[config.mk]
export PLATFORM = sky130hd
export DESIGN_NAME = mul_issue_ctrl
export DESIGN_NICKNAME = d
export VERILOG_FILES = /design/src/rtl/mul_issue_ctrl.sv
export SDC_FILE = /design/constraint.sdc
export NUM_CORES = 1
export LEC_CHECK = 0
export BUFFER_PORTS_ARGS = -buffer_cell sky130_fd_sc_hd__buf_2
export CAP_MARGIN = 20
export CORE_MARGIN = 10
export CORE_UTILIZATION = 36
export CTS_CLUSTER_DIAMETER = 60
export CTS_CLUSTER_SIZE = 25
export DETAILED_ROUTE_END_ITERATION = 10
export PLACE_DENSITY = 0.68
export SKIP_CTS_REPAIR_TIMING = 1
export SLEW_MARGIN = 10
export SYNTH_ARGS = -nofsm -noshare
export SYNTH_HDL_FRONTEND = slang
export SYNTH_SLANG_ARGS = --single-unit
[constraint.sdc]
create_clock -name clk -period 4.8 [get_ports clk]
set_input_delay 0.24 -clock clk [delete_from_list [all_inputs] [get_ports clk]]
set_output_delay 0.24 -clock clk [all_outputs]
set_load 0.05 [all_outputs]
[src/rtl/mul_issue_ctrl.sv]
// EX-stage issue/retire controller for the 3-cycle RV32M multiplier.
// Latches one multiply, stalls the front end while the multiplier runs,
// then presents the result and rd to EX/MEM for a single cycle.
module mul_issue_ctrl #(
  parameter int unsigned XLEN        = 32,
  parameter int unsigned MUL_LATENCY = 3
) (
  input  logic            clk,
  input  logic            reset,
  input  logic            valid_e,
  input  logic            is_mul_e,
  input  logic            kill_e,
  input  logic [2:0]      funct3_e,
  input  logic [XLEN-1:0] rs1_e,
  input  logic [XLEN-1:0] rs2_e,
  input  logic [4:0]      rd_e,
  output logic            mul_ce,
  output logic [2:0]      mul_funct3,
  output logic [XLEN-1:0] mul_a,
  output logic [XLEN-1:0] mul_b,
  input  logic [XLEN-1:0] mul_result,
  output logic            stall_e,
  output logic            res_valid_m,
  output logic [XLEN-1:0] res_m,
  output logic [4:0]      rd_m
);

  localparam int unsigned CW = $clog2(MUL_LATENCY + 1);

  typedef enum logic [1:0] {
    S_IDLE = 2'd0,
    S_BUSY = 2'd1,
    S_DONE = 2'd2
  } state_t;

  state_t          state, state_nx;
  logic [CW-1:0]   cnt, cnt_nx;
  logic            accept, load, capture;
  logic [XLEN-1:0] a_q, b_q, res_q;
  logic [2:0]      f3_q;
  logic [4:0]      rd_q;

  // Accept a multiply only from IDLE; reset is folded in so every output is
  // forced low while reset is asserted, even with valid_e high.
  always_comb begin
    accept = reset & (state == S_IDLE) & valid_e & is_mul_e & ~kill_e;
  end

  // Next-state, counter and control outputs.
  always_comb begin
    state_nx = state;
    cnt_nx   = cnt;
    mul_ce   = 1'b0;
    stall_e  = 1'b0;
    load     = 1'b0;
    capture  = 1'b0;
    case (state)
      S_IDLE: begin
        if (accept) begin
          mul_ce   = 1'b1;
          stall_e  = 1'b1;
          load     = 1'b1;
          cnt_nx   = CW'(MUL_LATENCY - 1);
          state_nx = S_BUSY;
        end
      end
      S_BUSY: begin
        mul_ce = 1'b1;
        if (kill_e) begin
          state_nx = S_IDLE;
        end else begin
          stall_e = 1'b1;
          if (cnt == '0) begin
            capture  = 1'b1;
            state_nx = S_DONE;
          end else begin
            cnt_nx = cnt - CW'(1);
          end
        end
      end
      S_DONE: begin
        // Never accepts here: ID/EX still shows the retiring mul this cycle.
        state_nx = S_IDLE;
      end
      default: state_nx = S_IDLE;
    endcase
  end

  // Operands bypass straight from ID/EX in the accept cycle, then come from
  // the latched copies so ID/EX changes cannot disturb the multiplier.
  always_comb begin
    mul_a       = accept ? rs1_e    : a_q;
    mul_b       = accept ? rs2_e    : b_q;
    mul_funct3  = accept ? funct3_e : f3_q;
    res_valid_m = (state == S_DONE);
    res_m       = res_q;
    rd_m        = rd_q;
  end

  // FSM state and latency counter.
  always_ff @(posedge clk or negedge reset) begin
    if (!reset) begin
      state <= S_IDLE;
      cnt   <= '0;
    end else begin
      state <= state_nx;
      cnt   <= cnt_nx;
    end
  end

  // Operand/rd latches on accept, result latch at end of latency.
  always_ff @(posedge clk or negedge reset) begin
    if (!reset) begin
      a_q   <= '0;
      b_q   <= '0;
      f3_q  <= '0;
      rd_q  <= '0;
      res_q <= '0;
    end else begin
      if (load) begin
        a_q  <= rs1_e;
        b_q  <= rs2_e;
        f3_q <= funct3_e;
        rd_q <= rd_e;
      end
      if (capture) begin
        res_q <= mul_result;
      end
    end
  end

endmodule
* Word-level counts from Yosys, hierarchy flattened
Cells that the tools add are included.
Cells by class: reductions and logical operators 5, divide/modulo/power cells 0, multiply operators 0, bitwise operators 5, add/sub/neg operators 1, $lt $le $gt $ge 0, mux-type cells 19, shift operators 0, eq/ne operators 6
Operators by type and width (count):
- 32-bit 2-to-1 mux | 2
- 2-bit 2-to-1 mux | 6
- 2-bit case mux with 2 select lines | 2
- 1-bit 2-to-1 mux | 6
- 2-bit != test, second input constant | 3
- 1-bit AND | 4
- 2-bit logical NOT | 2
- 1-bit case mux with 2 select lines | 2
- 4-bit AND reduction | 1
- 3-bit 2-to-1 mux | 1
- 3-bit != test, second input constant | 1
- 2-bit by 1-bit == test with 1-bit output, second input constant | 1
- 2-bit == test, second input constant | 1
- 2-bit AND reduction | 1
- 2-bit nonzero test | 1
- 2-bit by 1-bit subtractor with 2-bit output, second input constant | 1
- 1-bit NOT | 1
Word-level totals: logic and storage cells 43, latch bits 0, input port bits 109, output and inout port bits 107, bits in read-only memories 0, register bits 108, bits in writable memories 0, memories kept 0

* Longest topological paths before layout
Gate-level depths: netlist of run 1.
depth after elaboration 7, gate-level depth with buffers 6

* Least setup slack after synthesis of run 1
OpenSTA, ideal clock, no wires.
kind reg-to-output, start reg state[1], end out stall_e, data required time 4560 ps, cell stages (with the launch flop) 6, arrival time 1675 ps, path buffers 3, path slack 2885 ps, cells stage by stage dfrtp_1 -> or3_1 -> buf_2 -> buf_6 -> buf_6 -> o21ai_0
Between the ends: word-level cells in the longest chain between the ends 7
RTL lines:
- start, declared | line 36 | state_t state, state_nx;
- start signal, assigned | line 106 | state <= state_nx;
- 2-bit logical NOT | line 46, 57
- 1-bit AND (4 in a row) | line 46 | accept = reset & (state == S_IDLE) & valid_e & is_mul_e & ~kill_e;
- 1-bit 2-to-1 mux | line 59 | if (accept) begin
- 1-bit case mux with 2 select lines * | line 57 | case (state)
- end, declared | line 22 | output logic stall_e,
Mark *: on every way between the ends. The rest lies on a longest branch, timed or not.

* Worst setup path after layout of run 1
start in reset, end out mul_a[31]
Between the ends: word-level cells in the longest chain between the ends 5
RTL lines:
- start, declared | line 9 | input logic reset,
- 1-bit AND (4 in a row) | line 46
- 32-bit 2-to-1 mux | line 92 | mul_a = accept ? rs1_e : a_q;
- end, declared | line 19 | output logic [XLEN-1:0] mul_a,
No other way between the ends.

==> results of run 1 <==
==> per-stage QoR <==
step	utilization	instances	instance area, sq um
final	0.483	709	6420
after global routing	0.483	709	6420
after CTS	0.482	708	6410
after detailed placement	0.459	692	6100
after global placement	0.459	692	6100
after floorplan	-	316	4900
==> routing by layer <==
metal / up-vias / share of wire / track usage
met5: - / 0 / 0
met4: 0 / 0.014 / 0.0450
met3: 11 / 0.088 / 0.0554
met2: 98 / 0.55 / 0.222
met1: 1612 / 0.35 / 0.123
li1: 1549 / - / -
==> cells in the final DEF (no fill, tap or decap), drive strengths merged <==
master       count
a21o             1
a31oi            1
and2             1
buf            219
bufinv           1
clkbuf          10
clkinvlp         3
dfrtp          108
dlygate4sd3      1
ha               1
inv              5
mux2           171
nand2            2
nand2b           1
nand4b           1
nor2             2
nor2b            1
nor3b            1
o21ai            1
or3              1
or4b             1
==> power groups by stage <==
stage / combinational (mW) / clock, mW / sequential [mW]
6_report: 2.00 / 0.750 / 1.36
5_1_grt: 2.09 / 0.818 / 1.40
4_1_cts: 2.03 / 0.782 / 1.36
3_5_place_dp: 2.02 / 0 / 1.38
3_3_place_gp: 2.00 / 0 / 1.36
2_1_floorplan: 1.05 / 0 / 1.86
==> flip-flops by register name (all words and copies together), names as in the netlist <==
register  cells
a_q          32
b_q          32
state         2
rd_m          5
res_m        32
f3_q          3
cnt           2
==> logic make-up after synthesis <==
kind of cell               share of synthesized area
DFF                                            0.552
and+or+nand+nor                               0.0146
AOI/OAI and AO/OA                            0.00383
buffers and inverters                         0.0306
muxes                                          0.397
adders and majority gates                    0.00255
==> worst reg2reg max path: stages (launching register included) <==
cell and delay [ps]:
dfrtp_1 400, nand2b_1 210, nor3b_4 620, buf_4 390
mux2_2 380
==> cell type report <==
type,count,share of cell area
inverters,3,0.00175
clock buffers,10,0.0372
well taps,176,0.0343
clock inverters,6,0.0109
repair buffers,220,0.174
multi-input cells,186,0.321
flip-flops and latches,108,0.421
==> worst min path at each step <==
stage	start	to	slack, ps	depth (start not counted)
3_3_place_gp	reset	res_m[10]	310	1
4_1_cts	reset	res_m[10]	-60	1
2_1_floorplan	reset	a_q[0]	-60	0
3_5_place_dp	reset	res_m[10]	320	1
5_1_grt	mul_result[29]	res_m[29]	100	2
6_report	rd_e[1]	rd_m[1]	120	2
==> run metrics, run 1 <==
Power Total 4.11 mW; Diodes inserted 0; TritonRoute pass-1 iters 4; final setup fails 0; combinational share of power 0.486; WP buf/inv 4; area grow syn2layout 31.0%; worst reg2reg path startpoint state[1]; Routed WL 11.9 mm; outcome finished clean; input/output buffers 215; Tcrit/Tclk final 0.705; reg2reg path depth 4; chip height 137 microns; fin. max-slew vios 0; storage element area 2700 sq um; Hold WC Path Type in -> reg; Final Worst Setup Slack 1420 ps; switch share 0.458; final net count 638; worst hold margin 122 ps; Die X 137 microns; Total Neg Setup Slack 0 ps; capture point of the worst path mul_a[31]; startpoint types input port; first-pass GRT wire length 18.4 mm; Ys Warns 0; clock network fraction of total power 0.183; Post-Syn Nets 426; Worst VDD drop 0.402 mV; Remaining DRCs 0; Avg Cell Area, Syn 15.5 sq um; TritonCTS clock tree built; register area share after synthesis 0.552; Worst Skew 8.96 ps; Fill cells 1,190; Fin. Hold Viols 0; Slew @ Worst Pin 676 ps; DPL Wire Length 9.52 mm; upper clock frequency limit 295 MHz; CP dominant cell by count buf_4; most common cell in the synthesized netlist mux2_2; initial antenna violation count 0; Initial Utilization 0.369; worst-path cell chain dlygate4sd3_1 > buf_4 > nand4b_1 > or3_4 > buf_4 > mux2_2 > buf_2; max incr delay on CP 610 ps; layout cells sized above 1 0.767; cell accounting for the most synthesized area dfrtp_1; Int Power 2.22 mW; Via Count 3,270; Seq pwr share 0.331; remaining global-route overflow 0; largest net degree at the start of global routing 56; Routed WL per cell 16.8 microns; Max stage delay cell, worst path or3_4; Multi-input gate area 2060 sq um; family with the most delay on the worst path buffers and inverters; Core Area 13,300 sq um; crit path DAT 3140 ps; CTS Buf Count 9; RSZ-0062 raised after global routing false; Post-Syn Instances 316; worst flop-to-flop path endpoint res_m[21]; Post-synth EDFFs 0; Synth Cell Area 4900 sq um; Clock Root Buffer clkbuf_16; Die ar. 18,700 sq um; Post-synth top cells 166 x mux2_2, 108 x dfrtp_1, 12 x buf_2, 7 x buf_6, 5 x mux2_4; gr usage total 0.124; vias in the first global route 3,672; crit path launch reset; crit path kind in -> out; CP Depth 7; top_reg_cell synth dfrtp_1; Clk Latency, worst-skew pair 340 ps; Setup WS pre-CTS 1940 ps; library cells used by synthesis 19; Clock transition at path regs 70 ps; post-synth top area share 0.552; Cell Pwr Density 639 nW/um^2; Crit. End Element primary output; 1st-iter DRT viols 108; Seq cells post-synth 108; Max FO, Critical Path 55; Final ANT Viol Nets 0; R2R Setup Slk 2690 ps; IO Pins 216; Async SR Flop Fraction 1.00; GP Congestion 0.733; max_cap viols 0; Crit path required time 4560 ps; clock sinks 108; leakage power figure 3.27 nW; Via-to-Cell Ratio 4.61; Sw Pwr 1.88 mW; Max Root-Sink Buffers 2; Final Critical Period 3380 ps; H-tree lvl count 3; Rel. slew slack 0.549; Rows 42; Synth area leaders dfrtp_1 55%, mux2_2 38%, buf_6 1.6%, mux2_4 1.5%, buf_2 1.2%
No activity file was read; power rests on OpenSTA's default activity.
==> run 2, diff against run 1 <==
--- a/config.mk
+++ b/config.mk
@@ -12,7 +12,7 @@
 export CTS_CLUSTER_DIAMETER = 60
 export CTS_CLUSTER_SIZE = 25
 export DETAILED_ROUTE_END_ITERATION = 10
-export PLACE_DENSITY = 0.68
+export PLACE_DENSITY = 0.7
 export SKIP_CTS_REPAIR_TIMING = 1
 export SLEW_MARGIN = 10
 export SYNTH_ARGS = -nofsm -noshare
==> constraint.sdc (replaced) <==
create_clock -name clk -period 2.9 [get_ports clk]
set_input_delay 0.145 -clock clk [delete_from_list [all_inputs] [get_ports clk]]
set_output_delay 0.145 -clock clk [all_outputs]
set_load 0.05 [all_outputs]
==> run 2 against run 1 <==
Effect of this change: setup slack lost 1100 ps; sequential share of layout area fell by 0.53 points; first-iteration DRC count fell by 27%; sequential cell count stayed put; final area increased by 1.3%; die area unchanged; via count grew 0.31%; wire length grew 2.1%; sequential power up 65%; combinational power rose by 65%; worst hold slack got worse by 94 ps.
==> run metrics, run 2 (synthesis results as in run 1) <==
Worst Skew 7.73 ps (-1.24 ps); Crit. End Element primary output; leakage power figure 3.32 nW (+1.7%); Diodes inserted 0 (unchanged); GP Congestion 0.753 (+2.7%); layout cells sized above 1 0.769 (+0.00116); vias in the first global route 3,761 (+2.4%); commonest non-fill, non-tap cell in the layout buf_2; storage element area 2700 sq um (unchanged); Core Area 13,300 sq um (unchanged); Hold WC Path Type in -> reg; Cell Pwr Density 1060 nW/um^2 (+65%); Routed WL 12.2 mm (+2.1%); Final Critical Period 2540 ps; clock sinks 108 (unchanged); input/output buffers 215 (unchanged); RSZ-0062 raised after global routing false; Max FO, Critical Path 43 (-22%); Worst VDD drop 0.621 mV (+55%); IO Pins 216 (unchanged); Tcrit/Tclk final 0.876; Power Total 6.88 mW (+68%); first-pass GRT wire length 19.0 mm (+3.1%); TritonRoute pass-1 iters 3 (-1); Crit path required time 2760 ps (-1800 ps); most frequent cells in the layout 214 x buf_2, 166 x mux2_2, 108 x dfrtp_1; Die ar. 18,700 sq um (unchanged); Via Count 3,280 (+0.31%); Max Root-Sink Buffers 2 (unchanged); Multi-input gate area 2060 sq um (unchanged); DPL Wire Length 9.60 mm (+0.84%); Fill cells 1,225 (+2.9%); chip height 137 microns (unchanged); Routed WL per cell 17.0 microns (+1.1%); initial antenna violation count 0 (unchanged); crit path DAT 2390 ps (-750 ps); Rows 42 (unchanged); Fin. Hold Viols 0 (unchanged); H-tree lvl count 3 (unchanged); Remaining DRCs 0 (unchanged); max_cap viols 0 (unchanged); startpoint types input port; CTS Buf Count 9 (unchanged); gr usage total 0.127 (+0.00389); Initial Utilization 0.369 (unchanged); Clk Latency, worst-skew pair 340 ps (about the same); TritonCTS clock tree built; Die X 137 microns (unchanged); Slew @ Worst Pin 727 ps (+50.4 ps); upper clock frequency limit 394 MHz; final net count 645 (+1.1%); Via-to-Cell Ratio 4.58 (-0.67%); area grow syn2layout 32.7%; Total Neg Setup Slack 0 ps (unchanged); remaining global-route overflow 0 (unchanged); Finished Core Util 0.489 (+0.00612); 1st-iter DRT viols 79 (-27%); Clock Root Buffer clkbuf_16; crit path kind in -> out; outcome finished clean; fin. max-slew vios 0 (unchanged); Rel. slew slack 0.516 (-0.0331); final setup fails 0 (unchanged); largest net degree at the start of global routing 59 (+5.4%); Final ANT Viol Nets 0 (unchanged); Clock transition at path regs 70 ps (about the same)
[run 2: changes by cell type in the layout (fill, tap and decap cells not counted)]
cell / previous run / this run
clkinvlp_4: 3 / 0
clkbuf_1: 0 / 1
buf_12: 0 / 1
clkinv_2: 0 / 1
buf_4: 5 / 11
bufinv_16: 1 / 2
[run 2: worst paths after layout]
| check | from | endpoint | slack (ps) | cells past startpoint |
|---|---|---|---|---|
| worst max register to register | state[1] | b_q[9] | 1050 | 4 |
| min in group asynchronous | reset | res_m[15] | 480 | 3 |
| worst min register to register | b_q[22] | b_q[22] | 500 | 1 |
| worst min-delay path | mul_result[2] | res_m[2] | 30 | 2 |
| worst max-delay path | reset | mul_b[15] | 360 | 8 |
| max in group asynchronous | reset | b_q[0] | 1210 | 4 |
[run 2: power breakdown]
part / total [mW] / switching, mW / internal (mW) / leakage (nW)
clock network: 1.32 / 0.538 / 0.786 / 0.161
registers: 2.24 / 0.232 / 2.01 / 1.33
logic: 3.31 / 2.34 / 0.977 / 1.83
[run 2: cell type report]
cell class,instances,area share
sequential,108,0.416
clock inverter,5,0.0127
multi-input combinational,186,0.317
timing repair buffer,227,0.182
tap,176,0.0339
inverter,3,0.00173
clock buffer,11,0.0373
[run 2: worst max-delay path, cell delays in order]
cell,delay [ps]
dlygate4sd3_1,540
buf_4,140
nand4b_1,90
or3_4,380
buf_12,290
buf_4,230
mux2_2,340
buf_2,210
[run 2: routing by layer]
metal	track usage	up-vias	part of all wire
met5	0	-	0
met2	0.232	91	0.54
met3	0.0477	12	0.079
li1	-	1565	-
met1	0.128	1612	0.37
met4	0.0515	0	0.016
[run 2: through the flow]
stage	hold WS, ps	std cells	area (sq um)	worst slack, ps
final	27.4	716	6500	360
after global routing	7.97	716	6500	198
after CTS	-54.5	715	6490	433
after detailed placement	321	699	6170	796
after global placement	317	699	6170	849
after floorplan	-151	316	4900	1080
